**src/rtl/regfile_mp.sv**
```systemverilog
// Multi-port register file with a per-register busy scoreboard and optional
// same-cycle write->read forwarding; contents are zeroed by a post-reset sweep.
module regfile_mp #(
  parameter int XLEN   = 32,
  parameter int NREGS  = 32,
  parameter int NREAD  = 2,
  parameter int NWRITE = 2,
  parameter bit BYPASS = 1'b1,
  localparam int AW    = $clog2(NREGS)
) (
  input  logic                     clk_i,
  input  logic                     rst_i,
  output logic                     ready_o,
  input  logic [NREAD*AW-1:0]      rs_i,
  output logic [NREAD*XLEN-1:0]    xrs_o,
  output logic [NREAD-1:0]         rs_busy_o,
  input  logic [NWRITE-1:0]        we_i,
  input  logic [NWRITE*AW-1:0]     rd_i,
  input  logic [NWRITE*XLEN-1:0]   wdata_i,
  input  logic                     issue_i,
  input  logic [AW-1:0]            issue_rd_i
);

  typedef enum logic [0:0] {S_INIT = 1'b0, S_RUN = 1'b1} state_e;

  state_e            state_q, state_d;
  logic [AW-1:0]     idx_q, idx_d;
  logic [NREGS-1:0]  busy_q, busy_d;
  logic [XLEN-1:0]   ram_q [NREGS];
  logic              ready_s;
  logic [NREAD*XLEN-1:0] xrs_s;
  logic [NREAD-1:0]  rs_busy_s;

  assign ready_s   = (state_q == S_RUN);
  assign ready_o   = ready_s;
  assign xrs_o     = xrs_s;
  assign rs_busy_o = rs_busy_s;

  // State, sweep index and scoreboard registers
  always_ff @(posedge clk_i or posedge rst_i) begin
    if (rst_i) begin
      state_q <= S_INIT;
      idx_q   <= AW'(1);
      busy_q  <= '0;
    end else begin
      state_q <= state_d;
      idx_q   <= idx_d;
      busy_q  <= busy_d;
    end
  end

  // Init sweep sequencing; RUN is left only through reset
  always_comb begin
    state_d = state_q;
    idx_d   = idx_q;
    case (state_q)
      S_INIT: begin
        idx_d = idx_q + AW'(1);
        if (idx_q == AW'(NREGS - 1)) begin
          state_d = S_RUN;
        end else begin
          state_d = S_INIT;
        end
      end
      S_RUN:   state_d = S_RUN;
      default: state_d = S_INIT;
    endcase
  end

  // Array storage: sweep zeroes entries 1..NREGS-1; later ports override earlier ones
  always_ff @(posedge clk_i) begin
    if (state_q == S_INIT) begin
      ram_q[idx_q] <= '0;
    end else begin
      for (int k = 0; k < NWRITE; k++) begin
        if (we_i[k] && (rd_i[k*AW +: AW] != '0)) begin
          ram_q[rd_i[k*AW +: AW]] <= wdata_i[k*XLEN +: XLEN];
        end
      end
    end
  end

  // Scoreboard next state: writes clear, a same-cycle issue re-marks busy
  always_comb begin
    busy_d = busy_q;
    if (ready_s) begin
      for (int k = 0; k < NWRITE; k++) begin
        busy_d[rd_i[k*AW +: AW]] = busy_d[rd_i[k*AW +: AW]] & ~we_i[k];
      end
      busy_d[issue_rd_i] = busy_d[issue_rd_i] | issue_i;
    end else begin
      busy_d = '0;
    end
    busy_d[0] = 1'b0;
  end

  // Combinational read ports with optional forwarding of same-cycle writes
  always_comb begin
    logic [AW-1:0] ra;
    logic          hit;
    xrs_s     = '0;
    rs_busy_s = '0;
    ra        = '0;
    hit       = 1'b0;
    for (int j = 0; j < NREAD; j++) begin
      ra = rs_i[j*AW +: AW];
      if (ready_s && (ra != '0)) begin
        xrs_s[j*XLEN +: XLEN] = ram_q[ra];
        rs_busy_s[j]          = busy_q[ra];
        for (int k = 0; k < NWRITE; k++) begin
          hit = (BYPASS == 1'b1) && we_i[k] && (rd_i[k*AW +: AW] == ra);
          xrs_s[j*XLEN +: XLEN] = hit ? wdata_i[k*XLEN +: XLEN] : xrs_s[j*XLEN +: XLEN];
          rs_busy_s[j]          = rs_busy_s[j] & ~hit;
        end
      end else begin
        xrs_s[j*XLEN +: XLEN] = '0;
        rs_busy_s[j]          = 1'b0;
      end
    end
  end

endmodule

```
**config.mk**
```make
export PLATFORM = sky130hd
export DESIGN_NAME = regfile_mp
export DESIGN_NICKNAME = d
export VERILOG_FILES = /design/src/rtl/regfile_mp.sv
export SDC_FILE = /design/constraint.sdc
export NUM_CORES = 2
export LEC_CHECK = 0
export BUFFER_PORTS_ARGS = -buffer_cell sky130_fd_sc_hd__buf_4
export CORE_ASPECT_RATIO = 1.5
export CORE_MARGIN = 4
export CORE_UTILIZATION = 41
export CTS_CLUSTER_SIZE = 10
export DETAILED_ROUTE_END_ITERATION = 16
export SLEW_MARGIN = 20
export SYNTH_ARGS = -nofsm -noshare
export SYNTH_HDL_FRONTEND = slang
export SYNTH_SLANG_ARGS = --single-unit
```
**constraint.sdc**
```tcl
create_clock -name clk_i -period 4.53 [get_ports clk_i]
set_input_delay 0.453 -clock clk_i [delete_from_list [all_inputs] [get_ports clk_i]]
set_output_delay 0.453 -clock clk_i [all_outputs]
set_load 0.03 [all_outputs]
```
==> results by group <==
Min path
  – WHS Path Cells: 3
  – Worst Hold End: busy_q[15]$_DFF_PP0_
  – Hold Path Class: in -> reg
  – Hold Crit Start: issue_rd_i[2]

Synth
  – Post-synth ARST share: 0.03487
  – Post-synthesis sequential area ratio: 0.4876
  – Post-synthesis mux area share: 0.1812
  – Synth Register Bits: around 1.1k
  – Largest family of logic cells by synthesized area: multiplexers
  – Post-Synth Adder-Cell Area: 0.0003852
  – EDFF count, synth: 1024
  – XOR/XNOR share of the synthesized area: 0.003371
  – Synth Instances: 6361
  – Post-synthesis compound-gate area fraction: 0.1797
  – Mapped cell area: 64960 um^2
  – Avg Inst Size Synth: 10.21 um^2
  – Post-synthesis net count: 6457
  – Synth Flop Type: edfxtp_1
  – Library cells used by synthesis: 96
  – Simple-gate portion of the synthesized area: 0.1013
  – Ys Warns: 0

Routing
  – DR iter-0 viols: 8100
  – Overall routed net length: between 200 and 300 mm
  – Drt pass-1 iters: 7
  – # DRC: 0
  – Mean number of vias per cell: between 6 and 7
  – DRT antenna net count: 0
  – Routed len/inst: approximately 34 um
  – DR vias: 56.37k

Worst setup path
  – Cell mode on critical path: buf_4
  – R2R Setup Slk: 0.62 ns
  – CP endpoint kind: primary output
  – CP cell instances: buf_4 > or2_4 > buf_12 > buf_4 > o21ai_0 > o22ai_1 > nor2_1 > a21oi_1 > a211oi_1 > a21oi_1 > nor2_1 > buf_4
  – Reg-to-reg startpoint: busy_q[8]$_DFF_PP0_
  – Reg2reg end: busy_q[18]$_DFF_PP0_
  – Slowest cell on the critical path: a21oi_1
  – Crit-path max FO: 32
  – Slowest Stage Delay on Critical Path: 0.46 ns
  – Setup Crit Path Kind: in -> out
  – Worst R2R Path Depth: 14
  – CP required: 4.08 ns
  – WP data arrival: 3.47 ns
  – CP Launch Type: input pin

Placement
  – Port bufs: 160
  – Placed inst area: 70470 um^2
  – Detailed placement HPWL: 170.0 mm
  – Placer congestion estimate: 0.9941

Clock network
  – Clk pin slew, worst setup/hold paths: 0.06 ns
  – TritonCTS Buffers: approximately 120
  – Latest clock arrival within the worst-skew pair: 0.78 ns
  – Clk root buf: clkbuf_16
  – CTS tree: built
  – Number of gates resized after CTS: 0
  – Clock Path Buffers: 3
  – H-tree levels: 3
  – TritonCTS Sinks: 1061

Global route
  – Initial antenna violation count: 13
  – First-pass GRT wire length: just under 400 mm
  – Largest net degree at the start of global routing: 69
  – Grt ovf: 0
  – Vias in the first global route: 54.08k
  – Total GRT Usage: 0.3343

Cells and area
  – Footprint of the multi-input gates: 31050 um^2
  – Area grow syn2layout: 13.43%
  – Layout Nets: ~6.3k
  – Layout cell share with drive strength beyond 1: 0.1868
  – Most common cell after layout, fill and taps aside: o21ai_0
  – Sequential cell area: 31680 um^2
  – Final Cell Area: around 74000 um^2
  – Commonest cells after routing, fill and taps aside: o21ai_0, nand2_1, edfxtp_1
  – Fillers: 14.39k

Die
  – Die Wd: 333.0 um
  – Starting Density: 0.4131
  – Die area: 165000 um^2
  – Core ar.: 157200 um^2
  – Site row count: around 180
  – Top-level port count: 161
  – Die Span Y: 495.5 um

Timing
  – WHS: about 0.19 ns
  – RSZ-0062 raised after global routing: no
  – Min Tclk post-route: 3.925 ns
  – Hold Fails Final Rpt: 0
  – Achievable Freq: 0.2548 GHz
  – Final clock skew: 0.03386 ns
  – Worst-margin pin slew: 1.088 ns
  – Final slew viol count: 0
  – Max_slew headroom: 0.2726
  – Crit share post-route: 0.8664
  – # setup viols final: 0

Power
  – Worst IR Drop VDD: 0.3297 mV
  – Total power draw: 0.02379 W
  – Power Density: 322.9 nW/um^2
  – Leakage: 25.59 nW

Run
  – Max Cap Viol: 0

Outcome
  – Status: finished clean
## Yosys cell counts (86+ instances only)
| master | number | area share |
|---|---|---|
| mux4_2 | 272 | 0.094 |
| o221ai_1 | 131 | 0.018 |
| edfxtp_1 | 1024 | 0.47 |
| nand2_1 | 1099 | 0.064 |
| mux2_2 | 138 | 0.024 |
| clkbuf_1 | 608 | 0.035 |
| a21oi_1 | 419 | 0.032 |
| o22ai_1 | 163 | 0.016 |
| nor2_1 | 286 | 0.017 |
| nor3_1 | 86 | 0.0066 |
| mux2i_1 | 406 | 0.063 |
| o21ai_0 | 1156 | 0.089 |
| buf_1 | 114 | 0.0066 |
## worst max-delay path, delay by kind of cell
kind            cells  cell delay, ns
buf+inv             4            1.25
simple gates        3            0.57
compound gates      5            1.14
## report_power, final
group | total (W) | switching (W) | internal [W] | leakage, nW
Clock | 0.00861 | 0.00393 | 0.00468 | 1.55
Sequential | 0.0111 | 0.000165 | 0.0109 | 11.1
Combinational | 0.00412 | 0.00269 | 0.00142 | 12.9
Total | 0.0238 | 0.00679 | 0.0170 | 25.6
## what timing repair did
| item | 4_1_cts | 5_1_grt |
|---|---|---|
| buffers inserted | 0 | 0 |
| hold endpoints to repair | 36 | 0 |
| hold buffers | 1 | 0 |
| setup endpoints to repair | 0 | 0 |
## per-layer routing
| layer | vias to the layer above | track usage | part of all wire |
|---|---|---|---|
| met1 | 27560 | 0.3939 | 0.34 |
| met5 | - | 0 | 0 |
| met3 | 1124 | 0.06539 | 0.11 |
| met2 | 4054 | 0.5507 | 0.47 |
| met4 | 0 | 0.2353 | 0.084 |
| li1 | 23630 | - | - |
## kinds of logic (layout without fill, tap and decap cells)
logic type,after synthesis,after routing
compound gates,2063,2063
simple gates,1609,1609
flops,1061,1061
mux,818,818
buf+inv,783,703
xor+xnor,25,25
fa+ha+maj,2,2
other cells,0,12
## worst max-delay path by stage
| stage | from | end | cells after the start |
|---|---|---|---|
| after floorplan | we_i[0] | ram_q[8][0]$_DFFE_PP_ | 8 |
| after global placement | rd_i[2] | busy_q[13]$_DFF_PP0_ | 14 |
| after detailed placement | rd_i[2] | busy_q[4]$_DFF_PP0_ | 13 |
| after CTS | busy_q[8]$_DFF_PP0_ | busy_q[18]$_DFF_PP0_ | 14 |
| after global routing | busy_q[8]$_DFF_PP0_ | busy_q[18]$_DFF_PP0_ | 14 |
| final | rs_i[2] | xrs_o[18] | 12 |
## flip-flops by register name, indices dropped and copies added, names as in the netlist
register and cells:
busy_q 31, ready_o 1, ram_q 1024, idx_q 5
## final cells by class
| cell class | count | area share |
|---|---|---|
| flip-flops and latches | 1061 | 0.4299 |
| diodes | 12 | 0.0004075 |
| clock buffers | 137 | 0.04147 |
| well taps | 2070 | 0.03515 |
| clock inverters | 12 | 0.001647 |
| inverters | 39 | 0.001987 |
| multi-input cells | 4517 | 0.4213 |
| repair buffers | 515 | 0.06809 |
## through the flow
step,setup TNS [ns],instances,utilization,setup slack (ns)
floorplan,-2.613,6361,-,-0.01565
finish,0,8363,0.4686,0.6053
global route,0,8361,0.4686,0.4583
global placement,0,8201,0.4482,0.3763
detailed placement,0,8201,0.4482,0.4119
CTS,0,8351,0.4684,0.6321
No activity file was read; power rests on OpenSTA's default activity.
